`src/rtl/cpu_pkg.sv`:
```
`default_nettype none
// ============================================================================
// Package : cpu_pkg
// Opcodes, FSM state encoding and sizing helpers for param_cpu_core.
// Rev     : 1.0
// ============================================================================
package cpu_pkg;

    localparam int OPCODE_W = 4;

    localparam logic [OPCODE_W-1:0] OP_HALT     = 4'b0000;
    localparam logic [OPCODE_W-1:0] OP_LOAD_B   = 4'b0001;
    localparam logic [OPCODE_W-1:0] OP_LOAD_A   = 4'b0010;
    localparam logic [OPCODE_W-1:0] OP_STORE_A  = 4'b0100;
    localparam logic [OPCODE_W-1:0] OP_ADD      = 4'b1000;
    localparam logic [OPCODE_W-1:0] OP_SUB      = 4'b1001;
    localparam logic [OPCODE_W-1:0] OP_JUMP     = 4'b1010;
    localparam logic [OPCODE_W-1:0] OP_JUMP_NEG = 4'b1011;

    typedef enum logic [2:0] {
        FETCH  = 3'd0,
        DECODE = 3'd1,
        EXEC   = 3'd2,
        MEM    = 3'd3,
        WB     = 3'd4,
        HALTED = 3'd5
    } state_t;

    function automatic int num_regs(input int idx_w);
        return 1 << idx_w;
    endfunction

endpackage
`default_nettype wire

```
`src/rtl/cpu_alu.sv`:
```
`default_nettype none
// ============================================================================
// Module : cpu_alu
// Combinational wrap-around ADD/SUB with sign and zero outputs.
// Rev    : 1.0
// ============================================================================
module cpu_alu #(
    parameter int DATA_W = 8
) (
    input  logic [DATA_W-1:0] a_i,
    input  logic [DATA_W-1:0] b_i,
    input  logic              sub_i,
    output logic [DATA_W-1:0] result_o,
    output logic              neg_o,
    output logic              zero_o
);

    always_comb begin
        result_o = sub_i ? (a_i - b_i) : (a_i + b_i);
    end

    assign neg_o  = result_o[DATA_W-1];
    assign zero_o = (result_o == '0);

endmodule
`default_nettype wire

```
`src/rtl/param_cpu_core.sv`:
```
`default_nettype none
// ============================================================================
// Module : param_cpu_core
// Multi-cycle register CPU with req/ack memory port; CPU_PERF_CNT_EN adds
// cycle_cnt/instr_cnt counters.
// Rev    : 1.0
// ============================================================================
module param_cpu_core
    import cpu_pkg::*;
#(
    parameter int DATA_W    = 8,
    parameter int ADDR_W    = 4,
    parameter int REG_IDX_W = 2
) (
    input  logic              clk,
    input  logic              rst_n,
    output logic              mem_req,
    output logic              mem_we,
    output logic [ADDR_W-1:0] mem_addr,
    output logic [DATA_W-1:0] mem_wdata,
    input  logic [DATA_W-1:0] mem_rdata,
    input  logic              mem_ack,
    output logic [ADDR_W-1:0] pc,
    output logic              halted,
    output logic              retire,
    output logic              flag_n,
    output logic              flag_z
`ifdef CPU_PERF_CNT_EN
    ,
    output logic [31:0]       cycle_cnt,
    output logic [31:0]       instr_cnt
`endif
);

    localparam int NREGS = num_regs(REG_IDX_W);

    state_t                state_q, state_d;
    logic [DATA_W-1:0]     regs_q [NREGS];
    logic [DATA_W-1:0]     ir_q, opa_q, opb_q, result_q, mdr_q;
    logic [ADDR_W-1:0]     pc_q;
    logic                  req_q, req_d, we_q, we_d;
    logic                  retire_q, halted_q, flag_n_q, flag_z_q;

    logic [OPCODE_W-1:0]   opcode;
    logic [ADDR_W-1:0]     ir_addr;
    logic [REG_IDX_W-1:0]  rs1, rd;
    logic                  is_load, is_mem_op, is_alu, accept;
    logic [DATA_W-1:0]     alu_res;
    logic                  alu_n, alu_z, alu_sub;

    assign opcode    = ir_q[DATA_W-1 -: OPCODE_W];
    assign ir_addr   = ir_q[ADDR_W-1:0];
    assign rs1       = ir_q[2*REG_IDX_W-1:REG_IDX_W];
    assign rd        = ir_q[REG_IDX_W-1:0];
    assign is_load   = (opcode == OP_LOAD_A) || (opcode == OP_LOAD_B);
    assign is_mem_op = is_load || (opcode == OP_STORE_A);
    assign is_alu    = (opcode == OP_ADD) || (opcode == OP_SUB);
    assign alu_sub   = (opcode == OP_SUB);
    assign accept    = req_q && mem_ack;

    cpu_alu #(.DATA_W(DATA_W)) u_alu (
        .a_i      (opa_q),
        .b_i      (opb_q),
        .sub_i    (alu_sub),
        .result_o (alu_res),
        .neg_o    (alu_n),
        .zero_o   (alu_z)
    );

    always_comb begin
        state_d = state_q;
        case (state_q)
            FETCH:   if (accept) state_d = DECODE;
            DECODE:  state_d = (opcode == OP_HALT) ? HALTED : EXEC;
            EXEC:    state_d = MEM;
            MEM:     if (!is_mem_op || accept) state_d = WB;
            WB:      state_d = FETCH;
            HALTED:  state_d = HALTED;
            default: state_d = FETCH;
        endcase
    end

    // Request is a function of the next state, so it drops right after the
    // accepting edge and WB always separates a data access from the next fetch.
    always_comb begin
        req_d = (state_d == FETCH) || ((state_d == MEM) && is_mem_op);
        we_d  = (state_d == MEM) && (opcode == OP_STORE_A);
    end

    always_ff @(posedge clk or negedge rst_n) begin
        if (!rst_n) begin
            state_q  <= FETCH;
            req_q    <= 1'b0;
            we_q     <= 1'b0;
            retire_q <= 1'b0;
            halted_q <= 1'b0;
            flag_n_q <= 1'b0;
            flag_z_q <= 1'b0;
            pc_q     <= '0;
            ir_q     <= '0;
            opa_q    <= '0;
            opb_q    <= '0;
            result_q <= '0;
            mdr_q    <= '0;
            for (int i = 0; i < NREGS; i++) begin
                regs_q[i] <= '0;
            end
        end else begin
            state_q  <= state_d;
            req_q    <= req_d;
            we_q     <= we_d;
            retire_q <= (state_d == WB);
            halted_q <= (state_d == HALTED);
            case (state_q)
                FETCH: begin
                    if (accept) begin
                        ir_q <= mem_rdata;
                        pc_q <= pc_q + ADDR_W'(1);
                    end
                end
                DECODE: begin
                    opa_q <= regs_q[rs1];
                    opb_q <= regs_q[rd];
                end
                EXEC: begin
                    if (is_alu) begin
                        result_q <= alu_res;
                        flag_n_q <= alu_n;
                        flag_z_q <= alu_z;
                    end
                    if ((opcode == OP_JUMP) || ((opcode == OP_JUMP_NEG) && flag_n_q)) begin
                        pc_q <= ir_addr;
                    end
                end
                MEM: begin
                    if (is_load && accept) mdr_q <= mem_rdata;
                end
                WB: begin
                    case (opcode)
                        OP_ADD, OP_SUB: regs_q[rd] <= result_q;
                        OP_LOAD_A:      regs_q[REG_IDX_W'(0)] <= mdr_q;
                        OP_LOAD_B:      regs_q[REG_IDX_W'(1)] <= mdr_q;
                        default:        ;
                    endcase
                end
                default: ;
            endcase
        end
    end

    assign mem_req   = req_q;
    assign mem_we    = we_q;
    assign mem_addr  = (state_q == FETCH) ? pc_q : ir_addr;
    assign mem_wdata = regs_q[REG_IDX_W'(0)];
    assign pc        = pc_q;
    assign halted    = halted_q;
    assign retire    = retire_q;
    assign flag_n    = flag_n_q;
    assign flag_z    = flag_z_q;

`ifdef CPU_PERF_CNT_EN
    logic [31:0] cycle_cnt_q, instr_cnt_q;

    always_ff @(posedge clk or negedge rst_n) begin
        if (!rst_n) begin
            cycle_cnt_q <= '0;
            instr_cnt_q <= '0;
        end else begin
            if (state_q != HALTED) cycle_cnt_q <= cycle_cnt_q + 32'd1;
            if (retire_q)          instr_cnt_q <= instr_cnt_q + 32'd1;
        end
    end

    assign cycle_cnt = cycle_cnt_q;
    assign instr_cnt = instr_cnt_q;
`endif

endmodule
`default_nettype wire

```
`config.mk`:
```
export PLATFORM = sky130hd
export DESIGN_NAME = param_cpu_core
export DESIGN_NICKNAME = d
export VERILOG_FILES = /design/src/rtl/cpu_pkg.sv /design/src/rtl/cpu_alu.sv /design/src/rtl/param_cpu_core.sv
export SDC_FILE = /design/constraint.sdc
export NUM_CORES = 1
export LEC_CHECK = 0
export CAP_MARGIN = 10
export CORE_MARGIN = 1.5
export CORE_UTILIZATION = 49
export CTS_CLUSTER_DIAMETER = 60
export DETAILED_ROUTE_END_ITERATION = 8
export GPL_TIMING_DRIVEN = 0
export PLACE_DENSITY_LB_ADDON = 0.08
export SLEW_MARGIN = 10
export SYNTH_ARGS = -nofsm -noshare
export SYNTH_HDL_FRONTEND = slang
export SYNTH_SLANG_ARGS = --single-unit
```
`constraint.sdc`:
```
create_clock -name clk -period 5.04 [get_ports clk]
set_input_delay 0.756 -clock clk [delete_from_list [all_inputs] [get_ports clk]]
set_output_delay 0.756 -clock clk [all_outputs]
set_load 0.05 [all_outputs]
```
==> results of run 1 <==
logic make-up after synthesis:
kind of cell / after synthesis / share of synthesized area (%)
AOI/OAI and AO/OA: 77 / 9.93
and+or+nand+nor: 127 / 14.9
muxes: 59 / 18.6
DFF: 84 / 46.4
adders and majority gates: 10 / 2.93
buffers and inverters: 42 / 4.51
xor gates and xnor gates: 14 / 2.71
critical path, stage by stage (launching register included):
cell and delay (ps):
sky130_fd_sc_hd__dfrtp_1 360, sky130_fd_sc_hd__buf_2 190, sky130_fd_sc_hd__nor3b_2 440, sky130_fd_sc_hd__and2_1 230
sky130_fd_sc_hd__buf_2 210, sky130_fd_sc_hd__mux2i_1 140, sky130_fd_sc_hd__fa_1 450, sky130_fd_sc_hd__a211oi_1 310
sky130_fd_sc_hd__nor2_1 100, sky130_fd_sc_hd__xor2_1 160, sky130_fd_sc_hd__or4_1 560, sky130_fd_sc_hd__nor3b_2 180
sky130_fd_sc_hd__a22o_1 140
power by group through the flow:
stage	sequential, uW	clock, uW	combinational [uW]
2_1_floorplan	1170	0	1640
3_3_place_gp	1130	0	2220
3_5_place_dp	1140	0	2250
4_1_cts	1130	483	2270
5_1_grt	1160	510	2470
6_report	1130	472	2250
layer usage:
metal	GRT usage, %	up-vias	wire length [um]
li1	-	1553	-
met1	30.9	1546	4570
met2	37.3	56	5020
met3	2.81	12	416
met4	8.34	0	119
met5	0	-	0
Yosys cell counts (all sizes together) (11+ instances only):
cell type / count / share of area (%)
o21ai: 22 / 2.4
a31oi: 13 / 1.8
nand3: 11 / 1.2
nand2: 50 / 4.3
buf: 21 / 2.8
mux2: 40 / 10
xnor2: 11 / 2.1
inv: 12 / 1.0
a21oi: 29 / 3.2
mux4: 16 / 8.0
dfrtp: 84 / 46
nor2: 30 / 2.6
per-stage QoR:
stage / hold slack (ps) / util (%) / instance area [um^2] / power, uW
6_report: 309 / 58.7 / 5190 / 3850
5_1_grt: 330 / 58.7 / 5190 / 4140
4_1_cts: 310 / 58.7 / 5190 / 3880
3_5_place_dp: 501 / 56.6 / 5010 / 3390
3_3_place_gp: 488 / 56.3 / 4980 / 3350
2_1_floorplan: 460 / - / 4530 / 2810
sequential cells by signal, summed over array words and instances, names as in the netlist:
| signal | cells |
|---|---|
| flag_z | 1 |
| ir_q | 8 |
| regs_q | 24 |
| opa_q | 8 |
| mem_req | 1 |
| retire | 1 |
| halted | 1 |
| state_q | 3 |
| mem_wdata | 8 |
| result_q | 8 |
| opb_q | 8 |
| mdr_q | 8 |
| pc | 4 |
| mem_we | 1 |
area by class of cell:
type	count	area, um^2
plain buffers	30	159
clock buffers	9	124
clock inverters	6	65.1
fillers	774	3650
inverters	12	45.0
multi-input cells	287	2220
flip-flops and latches	84	2100
well taps	108	135
repair buffers	33	345
worst paths after layout:
kind | cells past startpoint | slack, ps | start | endpoint
min in group clk | 1 | 520 | flag_z | flag_z
setup reg to reg | 12 | 1510 | ir_q[5] | flag_z
setup / recovery | 12 | 1510 | ir_q[5] | flag_z
hold / removal | 1 | 310 | rst_n | pc[1]
hold reg to reg | 1 | 520 | flag_z | flag_z
max in group asynchronous | 2 | 4130 | rst_n | result_q[4]
==> impl_metrics.prom, run 1 <==
# TYPE chip_impl_metric gauge
chip_impl_metric{name="dp_wirelength",unit="um"} 7450
chip_impl_metric{name="dp_worst_setup_slack",unit="ps"} 1520
chip_impl_metric{name="p_clk_share",unit="%"} 12.3
chip_impl_metric{name="fraction_of_the_cycle_the_final_worst_path_needs",unit="%"} 70.1
chip_impl_metric{name="htree_num_levels",unit=""} 3
chip_impl_metric{name="die_w",unit="um"} 99.1
chip_impl_metric{name="area_growth_syn_to_layout",unit="%"} 14.8
chip_impl_metric{name="pwr-share-comb",unit="%"} 58.4
chip_impl_metric{name="postSynthRegisterBits",unit=""} 84
chip_impl_metric{name="vdd_ir_drop_max",unit="mV"} 0.530
chip_impl_metric{name="num_io_pins",unit=""} 33
chip_impl_metric{name="synth.distinct_cells",unit=""} 48
chip_impl_metric{name="vias_in_the_first_global_route",unit=""} 3195
chip_impl_metric{name="drt-initial-drc-count",unit=""} 218
chip_impl_metric{name="number_of_pins_with_negative_max_slew_slack_in_the_final_report",unit=""} 0
chip_impl_metric{name="cts_hold_buffers",unit=""} 0
chip_impl_metric{name="via_per_inst",unit=""} 5.57
chip_impl_info{name="ys_dominant_reg_cell",value="sky130_fd_sc_hd__dfrtp_1"} 1
chip_impl_metric{name="floorplan.initialDensity",unit="%"} 51.1
chip_impl_metric{name="switching_share_of_power",unit="%"} 45.0
chip_impl_metric{name="final_hold_viol_count",unit=""} 0
chip_impl_metric{name="final-setup-viol-count",unit=""} 0
chip_impl_info{name="end_kind",value="flip-flop"} 1
chip_impl_metric{name="std_cell_rows",unit=""} 34
chip_impl_metric{name="crit_required",unit="ps"} 5340
chip_impl_metric{name="grt.overflow.total",unit=""} 0
chip_impl_metric{name="grt_antenna_before_repair",unit=""} 0
chip_impl_info{name="hold_path.class",value="in -> async"} 1
chip_impl_metric{name="ys.warnings.count",unit=""} 0
chip_impl_info{name="run_status",value="complete, no violations"} 1
chip_impl_info{name="layout_common_cells",value="sky130_fd_sc_hd__dfrtp_1 (84), sky130_fd_sc_hd__nand2_1 (49), sky130_fd_sc_hd__mux2_2 (39)"} 1
chip_impl_metric{name="p_sw",unit="uW"} 1730
chip_impl_metric{name="route.detailed.wl_per_inst",unit="um"} 17.8
chip_impl_metric{name="place.gp.congestion",unit=""} 0.787
chip_impl_metric{name="timing_worst_slew_pin_value",unit="ps"} 838
chip_impl_metric{name="cellInternalPower",unit="uW"} 2120
chip_impl_metric{name="numClockSinks",unit=""} 84
chip_impl_metric{name="p_per_area",unit="nW/um^2"} 741
chip_impl_metric{name="finalCriticalPeriod",unit="ps"} 3530
chip_impl_metric{name="placement.io_buffers",unit=""} 32
chip_impl_metric{name="fraction_of_layout_cells_with_a_size_suffix_above_1",unit="%"} 23.0
chip_impl_metric{name="clock_pin_slew_of_the_registers_on_the_worst_case_setup_and_hold_paths",unit="ps"} 90
chip_impl_metric{name="antenna-diode-count",unit=""} 0
chip_impl_info{name="cts_tree",value="yes"} 1
chip_impl_metric{name="netlist_instances",unit=""} 413
chip_impl_metric{name="mappedNetlistArea",unit="um^2"} 4530
chip_impl_metric{name="cts_resized",unit=""} 0
chip_impl_metric{name="die_y",unit="um"} 99.1
chip_impl_metric{name="drv.max_cap_violation_count",unit=""} 0
chip_impl_metric{name="asyncSetResetFlopFracSynth",unit="%"} 100
chip_impl_metric{name="cellLeakagePower",unit="uW"} 0.00228
chip_impl_metric{name="fp.coreArea",unit="um^2"} 8850
chip_impl_metric{name="fin_worst_skew",unit="ps"} 12.8
chip_impl_metric{name="drc_errors",unit=""} 0
chip_impl_metric{name="critPathMaxFanout",unit=""} 10
chip_impl_metric{name="drt_first_pass_iters",unit=""} 4
chip_impl_metric{name="drt_wl_total",unit="um"} 10100
chip_impl_metric{name="detail-route-antenna-nets",unit=""} 0
chip_impl_metric{name="grt_first_pass_wirelength",unit="um"} 16900
chip_impl_metric{name="grt_usage",unit="%"} 22.5
chip_impl_metric{name="routed-via-count",unit=""} 3167
chip_impl_metric{name="finish.cell_count_without_fillers",unit=""} 569
chip_impl_metric{name="cts_post_setup_buffers_inserted",unit=""} 0
chip_impl_metric{name="p_seq_share",unit="%"} 29.3
chip_impl_info{name="rsz_0062_raised_after_global_routing",value="no"} 1
chip_impl_metric{name="finish.net_count",unit=""} 478
chip_impl_metric{name="per_instance_average_area_after_synthesis",unit="um^2"} 11.0
chip_impl_metric{name="maximum_number_of_pins_on_one_net_before_global_route_repair",unit=""} 60
chip_impl_metric{name="setup_slack_of_the_critical_path_after_layout",unit="ps"} 1510
chip_impl_info{name="root_buffer",value="sky130_fd_sc_hd__clkbuf_8"} 1
chip_impl_metric{name="syn_nets",unit=""} 434
chip_impl_metric{name="tns",unit="ps"} 0
chip_impl_info{name="setup.worst_path.class",value="reg -> reg"} 1
chip_impl_metric{name="critical_path_arrival",unit="ps"} 3840
chip_impl_info{name="most_frequent_standard_cell_in_the_layout_excluding_fill_and_tap_cells",value="sky130_fd_sc_hd__dfrtp_1"} 1
chip_impl_metric{name="cts_made_buffers",unit=""} 9
chip_impl_info{name="element_type_at_the_critical_path_start",value="flip-flop"} 1
chip_impl_metric{name="synth_edf_count",unit=""} 0
chip_impl_metric{name="clock_latency",unit="ps"} 360
chip_impl_metric{name="ys_seq_area_share",unit="%"} 46.4
chip_impl_metric{name="maxSlewHeadroom",unit="%"} 43.8
chip_impl_metric{name="timing.fmax",unit="MHz"} 283
chip_impl_metric{name="cts-root-to-sink-buffers",unit=""} 2
chip_impl_metric{name="die_area",unit="um^2"} 9820
chip_impl_metric{name="placed_cells",unit=""} 554
No activity file was read; power rests on OpenSTA's default activity.
==> inputs of run 2 (changes only) <==
==> constraint.sdc (replaced) <==
create_clock -name clk -period 2.9 [get_ports clk]
set_input_delay 0.435 -clock clk [delete_from_list [all_inputs] [get_ports clk]]
set_output_delay 0.435 -clock clk [all_outputs]
set_load 0.05 [all_outputs]
==> impl_metrics.prom, run 2 (synthesized netlist as in run 1, its figures left out) <==
# TYPE chip_impl_metric gauge
chip_impl_metric{name="finish.net_count",unit=""} 491
chip_impl_metric{name="floorplan.initialDensity",unit="%"} 51.1
chip_impl_info{name="rsz_0062_raised_after_global_routing",value="yes"} 1
chip_impl_info{name="startpoint",value="ir_q[6]"} 1
chip_impl_metric{name="via_per_inst",unit=""} 5.66
chip_impl_metric{name="setup.reg_to_reg.worst_slack",unit="ps"} 30
chip_impl_metric{name="std_cell_rows",unit=""} 34
chip_impl_metric{name="timing_worst_slew_pin_value",unit="ps"} 823
chip_impl_metric{name="fp.coreArea",unit="um^2"} 8850
chip_impl_metric{name="vdd_ir_drop_max",unit="mV"} 0.831
chip_impl_metric{name="die_area",unit="um^2"} 9820
chip_impl_metric{name="p_total",unit="uW"} 7140
chip_impl_metric{name="route.detailed.wl_per_inst",unit="um"} 18.0
chip_impl_metric{name="maxSlewHeadroom",unit="%"} 44.8
chip_impl_metric{name="finish.cell_count_without_fillers",unit=""} 583
chip_impl_info{name="setup.worst_path.class",value="reg -> reg"} 1
chip_impl_metric{name="timing.fmax",unit="MHz"} 348
chip_impl_metric{name="fraction_of_the_cycle_the_final_worst_path_needs",unit="%"} 99.0
chip_impl_info{name="timing.rr.end",value="flag_z"} 1
chip_impl_metric{name="fraction_of_layout_cells_with_a_size_suffix_above_1",unit="%"} 28.0
chip_impl_info{name="layout_common_cells",value="sky130_fd_sc_hd__dfrtp_1 (84), sky130_fd_sc_hd__nand2_1 (49), sky130_fd_sc_hd__mux2_2 (39)"} 1
chip_impl_metric{name="place.gp.congestion",unit=""} 0.849
chip_impl_metric{name="detail-route-antenna-nets",unit=""} 0
chip_impl_metric{name="vias_in_the_first_global_route",unit=""} 3239
chip_impl_info{name="slowest_stage_cell_crit_path",value="sky130_fd_sc_hd__or4_4"} 1
chip_impl_metric{name="grt_antenna_before_repair",unit=""} 0
chip_impl_metric{name="crit_cells",unit=""} 11
chip_impl_metric{name="area_growth_syn_to_layout",unit="%"} 19.6
chip_impl_info{name="worst_setup_path_endpoint",value="flag_z"} 1
chip_impl_metric{name="cts-root-to-sink-buffers",unit=""} 2
chip_impl_metric{name="critical_path_arrival",unit="ps"} 3170
chip_impl_metric{name="htree_num_levels",unit=""} 3
chip_impl_info{name="element_type_at_the_critical_path_start",value="flip-flop"} 1
chip_impl_metric{name="drc_errors",unit=""} 0
chip_impl_info{name="most_frequent_standard_cell_in_the_layout_excluding_fill_and_tap_cells",value="sky130_fd_sc_hd__dfrtp_1"} 1
chip_impl_metric{name="final-setup-viol-count",unit=""} 0
chip_impl_info{name="end_kind",value="flip-flop"} 1
chip_impl_metric{name="num-fill-cells",unit=""} 745
chip_impl_metric{name="numClockSinks",unit=""} 84
chip_impl_metric{name="placement.io_buffers",unit=""} 32
chip_impl_info{name="ff_to_ff_start",value="ir_q[6]"} 1
chip_impl_info{name="run_status",value="complete, no violations"} 1
chip_impl_metric{name="fin_worst_skew",unit="ps"} 13.8
chip_impl_info{name="root_buffer",value="sky130_fd_sc_hd__clkbuf_8"} 1
chip_impl_metric{name="grt.overflow.total",unit=""} 0
chip_impl_metric{name="cellLeakagePower",unit="uW"} 0.00238
chip_impl_info{name="hold_path.class",value="in -> async"} 1
chip_impl_metric{name="clock_pin_slew_of_the_registers_on_the_worst_case_setup_and_hold_paths",unit="ps"} 90
chip_impl_metric{name="crit_required",unit="ps"} 3200
chip_impl_metric{name="number_of_pins_with_negative_max_slew_slack_in_the_final_report",unit=""} 0
chip_impl_metric{name="grt_first_pass_wirelength",unit="um"} 16900
chip_impl_info{name="cts_tree",value="yes"} 1
chip_impl_info{name="largest_register",value="regs_q"} 1
chip_impl_metric{name="p_per_area",unit="nW/um^2"} 1320
chip_impl_metric{name="final_hold_viol_count",unit=""} 0
chip_impl_metric{name="reg2reg_depth",unit=""} 11
chip_impl_metric{name="clock_latency",unit="ps"} 360
chip_impl_metric{name="finalCriticalPeriod",unit="ps"} 2870
chip_impl_metric{name="cts_made_buffers",unit=""} 9
chip_impl_metric{name="largest_reg_flops",unit=""} 24
chip_impl_metric{name="die_w",unit="um"} 99.1
chip_impl_metric{name="drt_first_pass_iters",unit=""} 4
chip_impl_metric{name="worstPathBufferInverterCount",unit=""} 1
chip_impl_metric{name="dp_wirelength",unit="um"} 7420
chip_impl_metric{name="drv.max_cap_violation_count",unit=""} 0
chip_impl_metric{name="critPathMaxFanout",unit=""} 6
chip_impl_info{name="cpLargestDelayFamily",value="simple AND/OR/NAND/NOR gates"} 1
chip_impl_info{name="worstPathCellList",value="buf_6, nor3b_4, and2_4, mux2i_4, fa_2, a211oi_2, nor2_1, xor2_1, or4_4, nor3b_2, a22o_1"} 1
chip_impl_metric{name="antenna-diode-count",unit=""} 0
chip_impl_metric{name="drt_wl_total",unit="um"} 10500
chip_impl_metric{name="die_y",unit="um"} 99.1
chip_impl_metric{name="num_io_pins",unit=""} 33
chip_impl_metric{name="placed_cells",unit=""} 554
chip_impl_metric{name="maximum_number_of_pins_on_one_net_before_global_route_repair",unit=""} 44
chip_impl_metric{name="drt-initial-drc-count",unit=""} 184
chip_impl_metric{name="grt_usage",unit="%"} 22.7
chip_impl_metric{name="routed-via-count",unit=""} 3302
chip_impl_metric{name="crit_path_max_incr_delay",unit="ps"} 530
[run 2: changes by cell type in the layout (fill, tap and decap cells not counted), moves of 2 or more]
cell,previous run,this run
sky130_fd_sc_hd__buf_4,10,25
sky130_fd_sc_hd__buf_2,10,6
sky130_fd_sc_hd__clkdlybuf4s50_1,31,27
sky130_fd_sc_hd__buf_6,0,3
sky130_fd_sc_hd__dlygate4sd2_1,0,3
sky130_fd_sc_hd__clkinv_2,2,0
sky130_fd_sc_hd__clkinvlp_4,1,3
sky130_fd_sc_hd__ha_1,9,7
sky130_fd_sc_hd__nor2_1,28,26
sky130_fd_sc_hd__xnor2_1,11,9
sky130_fd_sc_hd__xnor2_2,0,2
[run 2: cell type report]
class                           count  area, um^2  share of cell area, %
Timing Repair Buffer               48         449                   8.30
Tap cell                          108         135                   2.50
Inverter                           12        45.0                  0.832
Clock inverter                      5        61.3                   1.13
Buffer                             28         169                   3.12
Sequential cell                    84        2100                   38.8
Multi-Input combinational cell    287        2310                   42.7
Clock buffer                       11         141                   2.61
[run 2: worst min-delay path by stage]
stage / startpoint / end / slack (ps) / cells after the start
finish: rst_n / regs_q[9] / 60 / 1
global route: rst_n / pc[3] / 100 / 1
CTS: rst_n / pc[3] / 70 / 1
detailed placement: rst_n / pc[3] / 460 / 1
global placement: regs_q[7] / regs_q[7] / 490 / 2
floorplan: rst_n / flag_z / 140 / 0
[run 2: power by group]
part | total (uW) | leakage (uW) | internal [uW] | switching [uW]
Combinational | 4290 | 0.00119 | 1970 | 2320
Clock | 855 | 0.0000918 | 423 | 432
Sequential | 2000 | 0.00110 | 1590 | 415
[run 2: metrics by stage]
stage	TNS (ps)	setup slack [ps]	util (%)	instance area [um^2]	hold WS [ps]
final	0	28.0	61.2	5410	63.0
after global routing	-78.9	-78.9	61.2	5410	99.9
after CTS	0	3.21	59.6	5270	69.5
after detailed placement	-334	-324	56.9	5030	457
after global placement	-138400	-1650	56.7	5020	486
after floorplan	0	9.61	-	4560	139
[run 2: what timing repair did]
| item | 4_1_cts | 5_1_grt |
|---|---|---|
| setup buffers | 4 | 11 |
| hold buffers | 0 | 0 |
| pin swaps | 3 | 12 |
| endpoints found under the setup margin | 6 | 4 |
| gates resized for setup | 8 | 11 |
[run 2: routing by layer]
metal  vias to the layer above  wire [um]  track usage (%)
met5                         -          0                0
li1                       1584          -                -
met3                         9        388             4.01
met4                         0        155             7.48
met2                        70       5230             38.8
met1                      1639       4710             29.6
==> inputs of run 3 (changes only) <==
--- a/config.mk
+++ b/config.mk
@@ -10,7 +10,6 @@
 export CORE_UTILIZATION = 49
 export CTS_CLUSTER_DIAMETER = 60
 export DETAILED_ROUTE_END_ITERATION = 8
-export GPL_TIMING_DRIVEN = 0
 export PLACE_DENSITY_LB_ADDON = 0.08
 export SLEW_MARGIN = 10
 export SYNTH_ARGS = -nofsm -noshare
==> impl_metrics.prom, run 3 (synthesized netlist as in run 1, its figures left out) <==
# TYPE chip_impl_metric gauge
chip_impl_info{name="run_status",value="complete, no violations"} 1
chip_impl_info{name="hold_path.class",value="in -> async"} 1
chip_impl_metric{name="area_growth_syn_to_layout",unit="%"} 14.6
chip_impl_metric{name="cts-root-to-sink-buffers",unit=""} 2
chip_impl_metric{name="utilization_after_layout",unit="%"} 58.6
chip_impl_metric{name="grt_first_pass_wirelength",unit="um"} 16800
chip_impl_metric{name="drt_wl_total",unit="um"} 9920
chip_impl_metric{name="routed-via-count",unit=""} 3228
chip_impl_metric{name="p_per_area",unit="nW/um^2"} 1300
chip_impl_metric{name="std_cell_rows",unit=""} 34
chip_impl_metric{name="via_per_inst",unit=""} 5.78
chip_impl_metric{name="vias_in_the_first_global_route",unit=""} 3258
chip_impl_metric{name="final-setup-viol-count",unit=""} 0
chip_impl_metric{name="cts_hold_buffers",unit=""} 0
chip_impl_metric{name="timing_worst_slew_pin_value",unit="ps"} 689
chip_impl_metric{name="number_of_pins_with_negative_max_slew_slack_in_the_final_report",unit=""} 0
chip_impl_metric{name="dp_wirelength",unit="um"} 7390
chip_impl_metric{name="setup_slack_of_the_critical_path_after_layout",unit="ps"} 85.5
chip_impl_metric{name="critical_path_arrival",unit="ps"} 2380
chip_impl_metric{name="fraction_of_layout_cells_with_a_size_suffix_above_1",unit="%"} 24.4
chip_impl_metric{name="timing.fmax",unit="MHz"} 355
chip_impl_metric{name="die_y",unit="um"} 99.1
chip_impl_metric{name="final_hold_viol_count",unit=""} 0
chip_impl_info{name="rsz_0062_raised_after_global_routing",value="no"} 1
chip_impl_info{name="setup.worst_path.class",value="reg -> out"} 1
chip_impl_info{name="layout_common_cells",value="sky130_fd_sc_hd__dfrtp_1 (84), sky130_fd_sc_hd__nand2_1 (49), sky130_fd_sc_hd__mux2_2 (39)"} 1
chip_impl_metric{name="cts_made_buffers",unit=""} 9
chip_impl_metric{name="fin_worst_skew",unit="ps"} 15.6
chip_impl_metric{name="floorplan.initialDensity",unit="%"} 51.1
chip_impl_metric{name="crit_path_max_incr_delay",unit="ps"} 700
chip_impl_metric{name="cellLeakagePower",unit="uW"} 0.00227
chip_impl_metric{name="die_w",unit="um"} 99.1
chip_impl_metric{name="grt_antenna_before_repair",unit=""} 0
chip_impl_info{name="root_buffer",value="sky130_fd_sc_hd__clkbuf_8"} 1
chip_impl_metric{name="fraction_of_the_cycle_the_final_worst_path_needs",unit="%"} 97.1
chip_impl_info{name="worstPathCellList",value="nor3_2, mux2_2, clkdlybuf4s50_1"} 1
chip_impl_metric{name="num_io_pins",unit=""} 33
chip_impl_metric{name="grt.overflow.total",unit=""} 0
chip_impl_metric{name="largest_reg_flops",unit=""} 24
chip_impl_metric{name="drt_first_pass_iters",unit=""} 5
chip_impl_metric{name="clock_pin_slew_of_the_registers_on_the_worst_case_setup_and_hold_paths",unit="ps"} 100
chip_impl_metric{name="num-fill-cells",unit=""} 773
chip_impl_metric{name="drv.max_cap_violation_count",unit=""} 0
chip_impl_metric{name="layout.area.seq",unit="um^2"} 2100
chip_impl_metric{name="drt-initial-drc-count",unit=""} 145
chip_impl_metric{name="clock_latency",unit="ps"} 360
chip_impl_metric{name="htree_num_levels",unit=""} 3
chip_impl_metric{name="vdd_ir_drop_max",unit="mV"} 0.837
chip_impl_metric{name="place.gp.congestion",unit=""} 0.790
chip_impl_metric{name="route.detailed.wl_per_inst",unit="um"} 17.8
chip_impl_metric{name="multi_input_area",unit="um^2"} 2240
chip_impl_metric{name="postPlaceCellArea",unit="um^2"} 4990
chip_impl_metric{name="drc_errors",unit=""} 0
chip_impl_metric{name="maximum_number_of_pins_on_one_net_before_global_route_repair",unit=""} 50
chip_impl_metric{name="crit_required",unit="ps"} 2470
chip_impl_metric{name="grt_usage",unit="%"} 22.1
chip_impl_metric{name="die_area",unit="um^2"} 9820
chip_impl_info{name="cts_tree",value="yes"} 1
chip_impl_metric{name="final_area",unit="um^2"} 5190
chip_impl_metric{name="fp.coreArea",unit="um^2"} 8850
chip_impl_metric{name="dp_worst_setup_slack",unit="ps"} 76.0
chip_impl_metric{name="numClockSinks",unit=""} 84
chip_impl_info{name="slowest_stage_cell_crit_path",value="sky130_fd_sc_hd__clkdlybuf4s50_1"} 1
chip_impl_metric{name="finish.net_count",unit=""} 466
chip_impl_metric{name="antenna-diode-count",unit=""} 0
chip_impl_metric{name="maxSlewHeadroom",unit="%"} 54.0
chip_impl_metric{name="detail-route-antenna-nets",unit=""} 0
chip_impl_info{name="most_frequent_standard_cell_in_the_layout_excluding_fill_and_tap_cells",value="sky130_fd_sc_hd__dfrtp_1"} 1
chip_impl_info{name="end_kind",value="output port"} 1
chip_impl_info{name="largest_register",value="regs_q"} 1
chip_impl_metric{name="critPathMaxFanout",unit=""} 7
chip_impl_info{name="element_type_at_the_critical_path_start",value="flip-flop"} 1
chip_impl_metric{name="tns",unit="ps"} 0
chip_impl_metric{name="placement.io_buffers",unit=""} 32
chip_impl_metric{name="finalCriticalPeriod",unit="ps"} 2810
[run 3: changes by cell type in the layout (fill, tap and decap cells not counted), sizes merged, moves of 2 or more]
| cell | before | now |
|---|---|---|
| buf | 36 | 20 |
| clkbuf | 20 | 10 |
| clkdlybuf4s50 | 27 | 31 |
| dlygate4sd2 | 3 | 0 |
| inv | 12 | 15 |
| clkinvlp | 3 | 1 |
[run 3: path summary, 6_finish.rpt]
path | slack [ps] | cells past startpoint | end | from
setup / recovery | 90 | 3 | mem_addr[2] | state_q[0]
max in group asynchronous | 2160 | 2 | opb_q[6] | rst_n
setup reg to reg | 160 | 10 | flag_z | ir_q[6]
min in group clk | 520 | 1 | regs_q[6] | regs_q[6]
hold / removal | 110 | 1 | mem_wdata[0] | rst_n
hold reg to reg | 520 | 1 | regs_q[6] | regs_q[6]
[run 3: timing repair]
| item | CTS | global route |
|---|---|---|
| endpoints found under the setup margin | 0 | 1 |
| buffers inserted | 0 | 0 |
| resized for setup | 0 | 2 |
[run 3: critical path, delay by kind of cell, from the launching register on]
family / cells / cell delay (ps)
buffers and inverters: 1 / 700
muxes: 1 / 390
DFF: 1 / 490
and+or+nand+nor: 1 / 450
[run 3: area by class of cell]
class / count / share of cell area [%]
Multi-Input combinational cell: 287 / 43.2
Sequential cell: 84 / 40.5
Timing Repair Buffer: 51 / 9.12
Clock buffer: 10 / 2.65
Tap cell: 108 / 2.61
Clock inverter: 6 / 1.04
Inverter: 12 / 0.869
[run 3: stage by stage]
stage	power [uW]	hold WS (ps)	std cells
after detailed placement	5930	503	542
final	6720	107	558
after floorplan	4960	139	413
after CTS	6750	113	558
after global routing	7210	143	558
after global placement	5840	490	542
[run 3: report_power, final]
| part | leakage [uW] | internal, uW | switching [uW] | total (uW) |
|---|---|---|---|---|
| registers | 0.00110 | 1590 | 427 | 2010 |
| logic | 0.00107 | 1720 | 2180 | 3900 |
| clock network | 0.0000954 | 350 | 455 | 805 |
[run 3: metal layers]
| layer | track usage (%) | up-vias | wire [um] |
|---|---|---|---|
| met2 | 36.2 | 81 | 4800 |
| met1 | 30.8 | 1608 | 4560 |
| li1 | - | 1530 | - |
| met4 | 6.61 | 0 | 102 |
| met3 | 3.23 | 9 | 460 |
| met5 | 0 | - | 0 |
